**src/rtl/uart_byte_rx.sv**
```systemverilog
// UART byte receiver: 2-FF synchronized line, 16x oversampling, 3-sample majority vote.
// Define PARITY_CHECK_EN for 8E1 frames with parity checking; default build is 8N1.
module uart_byte_rx #(
  parameter int CLK_FREQ   = 50_000_000,
  parameter int OVERSAMPLE = 16
) (
  input  logic       Clk,
  input  logic       Reset,
  input  logic [2:0] Baud_set,
  input  logic       Uart_rx,
  output logic [7:0] Data_byte,
  output logic       Rx_done,
  output logic       Frame_err,
  output logic       Parity_err,
  output logic       Uart_state
);

  localparam logic [15:0] DIV_9600   = 16'(CLK_FREQ / (9600   * OVERSAMPLE) - 1);
  localparam logic [15:0] DIV_19200  = 16'(CLK_FREQ / (19200  * OVERSAMPLE) - 1);
  localparam logic [15:0] DIV_38400  = 16'(CLK_FREQ / (38400  * OVERSAMPLE) - 1);
  localparam logic [15:0] DIV_57600  = 16'(CLK_FREQ / (57600  * OVERSAMPLE) - 1);
  localparam logic [15:0] DIV_115200 = 16'(CLK_FREQ / (115200 * OVERSAMPLE) - 1);

  typedef enum logic [2:0] {
    IDLE,
    START,
    DATA,
`ifdef PARITY_CHECK_EN
    PARITY,
`endif
    STOP
  } state_t;

  state_t      state;
  logic        rx_s1;
  logic        rx_s2;
  logic        rx_prev;
  logic [2:0]  baud_lat;
  logic [15:0] div;
  logic [15:0] div_cnt;
  logic [3:0]  tick_cnt;
  logic [2:0]  bit_cnt;
  logic [1:0]  samp;
  logic [7:0]  shift;
`ifdef PARITY_CHECK_EN
  logic        par_bit;
`endif
  logic        fall;
  logic        tick;
  logic        vote;

  assign fall = rx_prev & ~rx_s2;
  assign tick = (div_cnt == div);
  // Third sample is the live synchronized line in the tick-9 cycle.
  assign vote = (samp[0] & samp[1]) | (samp[0] & rx_s2) | (samp[1] & rx_s2);

  always_comb begin
    // NOTE: the default arm assigns div on every path, so no latch is inferred.
    case (baud_lat)
      3'd1:    div = DIV_19200;
      3'd2:    div = DIV_38400;
      3'd3:    div = DIV_57600;
      3'd4:    div = DIV_115200;
      default: div = DIV_9600;
    endcase
  end

  // NOTE: all state here uses non-blocking assignments so every register
  // samples pre-edge values, whatever order the statements are written in.
  always_ff @(posedge Clk) begin
    if (Reset) begin
      state      <= IDLE;
      rx_s1      <= 1'b1;
      rx_s2      <= 1'b1;
      rx_prev    <= 1'b1;
      baud_lat   <= '0;
      div_cnt    <= '0;
      tick_cnt   <= '0;
      bit_cnt    <= '0;
      samp       <= '0;
      shift      <= '0;
`ifdef PARITY_CHECK_EN
      par_bit    <= 1'b0;
`endif
      Data_byte  <= '0;
      Rx_done    <= 1'b0;
      Frame_err  <= 1'b0;
      Parity_err <= 1'b0;
      Uart_state <= 1'b0;
    end else begin
      rx_s1      <= Uart_rx;
      rx_s2      <= rx_s1;
      rx_prev    <= rx_s2;
      Rx_done    <= 1'b0;
      Frame_err  <= 1'b0;
      Parity_err <= 1'b0;
      case (state)
        IDLE: begin
          div_cnt  <= '0;
          tick_cnt <= '0;
          bit_cnt  <= '0;
          if (fall) begin
            state      <= START;
            baud_lat   <= Baud_set;
            Uart_state <= 1'b1;
          end
        end
        default: begin
          div_cnt <= tick ? '0 : div_cnt + 16'd1;
          if (tick) begin
            tick_cnt <= tick_cnt + 4'd1;
            if (tick_cnt == 4'd7) samp[0] <= rx_s2;
            if (tick_cnt == 4'd8) samp[1] <= rx_s2;
            case (state)
              START: begin
                if (tick_cnt == 4'd9 && vote) begin
                  state      <= IDLE;
                  Uart_state <= 1'b0;
                end else if (tick_cnt == 4'd15) begin
                  state <= DATA;
                end
              end
              DATA: begin
                if (tick_cnt == 4'd9) begin
                  shift <= {vote, shift[7:1]};
                end else if (tick_cnt == 4'd15) begin
                  bit_cnt <= bit_cnt + 3'd1;
`ifdef PARITY_CHECK_EN
                  if (bit_cnt == 3'd7) state <= PARITY;
`else
                  if (bit_cnt == 3'd7) state <= STOP;
`endif
                end
              end
`ifdef PARITY_CHECK_EN
              PARITY: begin
                if (tick_cnt == 4'd9)       par_bit <= vote;
                else if (tick_cnt == 4'd15) state   <= STOP;
              end
`endif
              STOP: begin
                // Leave at mid-stop so a back-to-back start edge is not missed.
                if (tick_cnt == 4'd9) begin
                  state      <= IDLE;
                  Uart_state <= 1'b0;
                  if (!vote) begin
                    Frame_err <= 1'b1;
`ifdef PARITY_CHECK_EN
                  end else if (^{shift, par_bit}) begin
                    Parity_err <= 1'b1;
`endif
                  end else begin
                    Data_byte <= shift;
                    Rx_done   <= 1'b1;
                  end
                end
              end
              default: begin
                state      <= IDLE;
                Uart_state <= 1'b0;
              end
            endcase
          end
        end
      endcase
    end
  end

endmodule
```
**config.mk**
```make
export PLATFORM = sky130hd
export DESIGN_NAME = uart_byte_rx
export DESIGN_NICKNAME = d
export VERILOG_FILES = /design/src/rtl/uart_byte_rx.sv
export SDC_FILE = /design/constraint.sdc
export NUM_CORES = 1
export LEC_CHECK = 0
export CORE_ASPECT_RATIO = 0.75
export CORE_MARGIN = 8
export CORE_UTILIZATION = 58
export CTS_CLUSTER_DIAMETER = 60
export CTS_CLUSTER_SIZE = 25
export DETAILED_ROUTE_END_ITERATION = 10
export PLACE_DENSITY = 0.87
export SYNTH_ARGS = -nofsm -noshare
export SYNTH_HDL_FRONTEND = slang
export SYNTH_SLANG_ARGS = --single-unit
```
**constraint.sdc**
```tcl
create_clock -name Clk -period 2.9 [get_ports Clk]
set_input_delay 0.58 -clock Clk [delete_from_list [all_inputs] [get_ports Clk]]
set_output_delay 0.58 -clock Clk [all_outputs]
set_load 0.03 [all_outputs]
```
==> flow_summary.json, run 1 <==
{
  "outcome": "complete, no violations",
  "tightest_slew_ns": 0.520,
  "overflow": 0,
  "h-tree-depth": 2,
  "cts_tree": "done",
  "fillCellCount": 349,
  "power.leakage_nw": 1.16,
  "grt_pass1_vias": 1933,
  "dp_hpwl_um": 3700,
  "rrSetupSlack_ns": 0.36,
  "avgSynthCellArea_um2": 9.10,
  "syn_inst": 283,
  "cp_slowest_cell": "dfxtp_1",
  "peakVddDrop_mv": 0.259,
  "synth_common_cells": "dfxtp_1, nor2_1, mux2i_1",
  "maxCapViolCount": 0,
  "cts.clk_slew.worst_paths_ns": 0.09,
  "yosysWarningCount": 0,
  "crit_buf_inv": 0,
  "ys_ff_latch": 52,
  "clk_latency_ns": 0.32,
  "whs_ns": 0.420,
  "critPathMaxStageDelay_ns": 0.62,
  "fmaxAchievable_mhz": 393,
  "muxShareOfSynthArea": 0.102,
  "start_util": 0.590,
  "viasPerCell": 5.76,
  "grt_max_degree": 34,
  "crit_type": "flip-flop to flip-flop",
  "vias": 2044,
  "skew_ns": 0.00964,
  "synthXorXnorAreaFrac": 0.0646,
  "coreArea_um2": 4360,
  "netlist_area_um2": 2570,
  "synth_top_area_frac": 0.404,
  "clock_path_buffers": 2,
  "drtPass1Iterations": 4,
  "synthDistinctLibCells": 52,
  "post-route-util": 0.666,
  "setup_viol": 0,
  "routed_wl_um": 5250,
  "synth_compound_area_frac": 0.0821,
  "final_layout_size_suffix_gt1_frac": 0.0738,
  "synth_top_family_by_area": "simple AND/OR/NAND/NOR gates",
  "synth_edf_count": 0,
  "period_needed_ns": 2.54,
  "critical_path_arrival_ns": 2.79,
  "critPathMaxFanout": 13,
  "hold_path_class": "flip-flop to flip-flop",
  "antenna_cells": 0,
  "wl_per_cell_um": 14.8,
  "rsz0062_at_grt": "false",
  "cts_made_buffers": 5,
  "synth_seq_area_share": 0.404,
  "synth_nets": 301,
  "synthAdderAreaFrac": 0.0622,
  "cts_resized": 0,
  "end_kind": "flip-flop",
  "ys.flop_type": "dfxtp_1",
  "cp.required_ns": 3.15,
  "synth_top_cell_by_area": "dfxtp_1",
  "drc": 0,
  "portBuffers": 16,
  "num-nets-final": 315,
  "die_w_um": 92.9,
  "grt_usage": 0.164,
  "synth.most_common_cell": "dfxtp_1",
  "cp_cell_sequence": "xor2_1, o22ai_1, a2111oi_4, nand3_4, or4b_1, a21oi_1",
  "place.gp.congestion": 0.842,
  "synthTopCellsByArea": "dfxtp_1, mux2i_1, nor2_1",
  "clkSinkCount": 52,
  "grt_pass1_wl_um": 9080,
  "cts_hold_buf": 0,
  "dieArea_um2": 6850,
  "syn_to_final_growth_pct": 12.8,
  "start_kind": "flip-flop",
  "fp.dieH_um": 73.7,
  "synthArstFlopShare": 0,
  "crit_family": "compound AO/OA/AOI/OAI gates",
  "antenna_found_initial": 0,
  "rows": 21,
  "drt_iter0_markers": 90,
  "pin_count": 18,
  "finalCritPeriodShare": 0.877,
  "cts-root-buf": "clkbuf_8",
  "post-cts-setup-buffers": 0,
  "hold_viol": 0,
  "pwr_density_cell_nw_per_um2": 478,
  "tns_ns": 0,
  "slew-limit-headroom": 0.653,
  "synthSimpleGateAreaFrac": 0.240,
  "drv_slew": 0,
  "ant_nets": 0
}
metal layers:
metal | share of wire | vias to the layer above | track usage
met3 | 0.051 | 7 | 0.0388
met5 | 0 | - | 0
met2 | 0.46 | 54 | 0.255
li1 | - | 1007 | -
met4 | 0.010 | 0 | 0.0569
met1 | 0.48 | 976 | 0.218
kinds of logic after synthesis:
| family | after synthesis |
|---|---|
| flops | 52 |
| mux | 26 |
| other cells | 1 |
| buf+inv | 26 |
| compound gates | 26 |
| simple gates | 120 |
| xor+xnor | 19 |
| fa+ha+maj | 13 |
power by group:
| part | internal [mW] | total [mW] | leakage (nW) | switching, mW |
|---|---|---|---|---|
| combinational | 0.0277 | 0.0657 | 0.667 | 0.0380 |
| clock | 0.347 | 0.596 | 0.0687 | 0.248 |
| sequential | 0.719 | 0.727 | 0.420 | 0.00786 |
| total | 1.09 | 1.39 | 1.16 | 0.294 |
sequential cells by signal, indices dropped and copies added (netlist names):
signal	flops
div_cnt	16
Data_byte	8
shift	8
tick_cnt	4
baud_lat	3
bit_cnt	3
samp	2
state	2
Frame_err	1
Rx_done	1
Uart_state	1
rx_prev	1
rx_s1	1
rx_s2	1
placed cells by master (no fill, tap or decap), drive strengths merged, types with 6 or more instances in the layout:
cell type	n
dfxtp	52
nor2	44
mux2i	25
nand2	16
clkdlybuf4s50	16
inv	15
nand3	15
ha	12
xnor2	10
nor3	10
xor2	9
nand4	7
o21ai	6
area by class of cell:
cell class | count | area (um2) | share of cell area
clock buffers | 5 | 68.8 | 0.0237
clock inverters | 3 | 68.8 | 0.0237
inverters | 14 | 52.6 | 0.0181
multi-input cells | 205 | 1420 | 0.489
flip-flops and latches | 52 | 1040 | 0.358
well taps | 57 | 71.3 | 0.0245
repair buffers | 19 | 183 | 0.0629
final timing paths:
check                   start  depth (start not counted)  endpoint
setup / recovery  baud_lat[1]                          6   samp[1]
hold / removal          rx_s1                          1     rx_s2
setup reg to reg  baud_lat[1]                          6   samp[1]
hold reg to reg         rx_s1                          1     rx_s2
per-stage QoR:
step	cells	instance area [um2]	worst slack, ns	power, mW
global route	355	2910	0.190	1.43
finish	355	2910	0.358	1.39
global placement	347	2770	0.544	0.806
CTS	355	2910	0.376	1.40
floorplan	283	2570	0.753	0.790
detailed placement	347	2770	0.451	0.808
Note: power is estimated with default switching activity, not from simulation.
==> inputs of run 2 (changes only) <==
- ABC_CLOCK_PERIOD_IN_PS: default -> 2900
==> results of run 2 <==
No change in the layout: final DEF, timing and power equal those of run 1.
==> inputs of run 3 (changes only) <==
- CTS_CLUSTER_SIZE: 25 -> 40
==> results of run 3 <==
No change in the layout: final DEF, timing and power equal those of run 1.
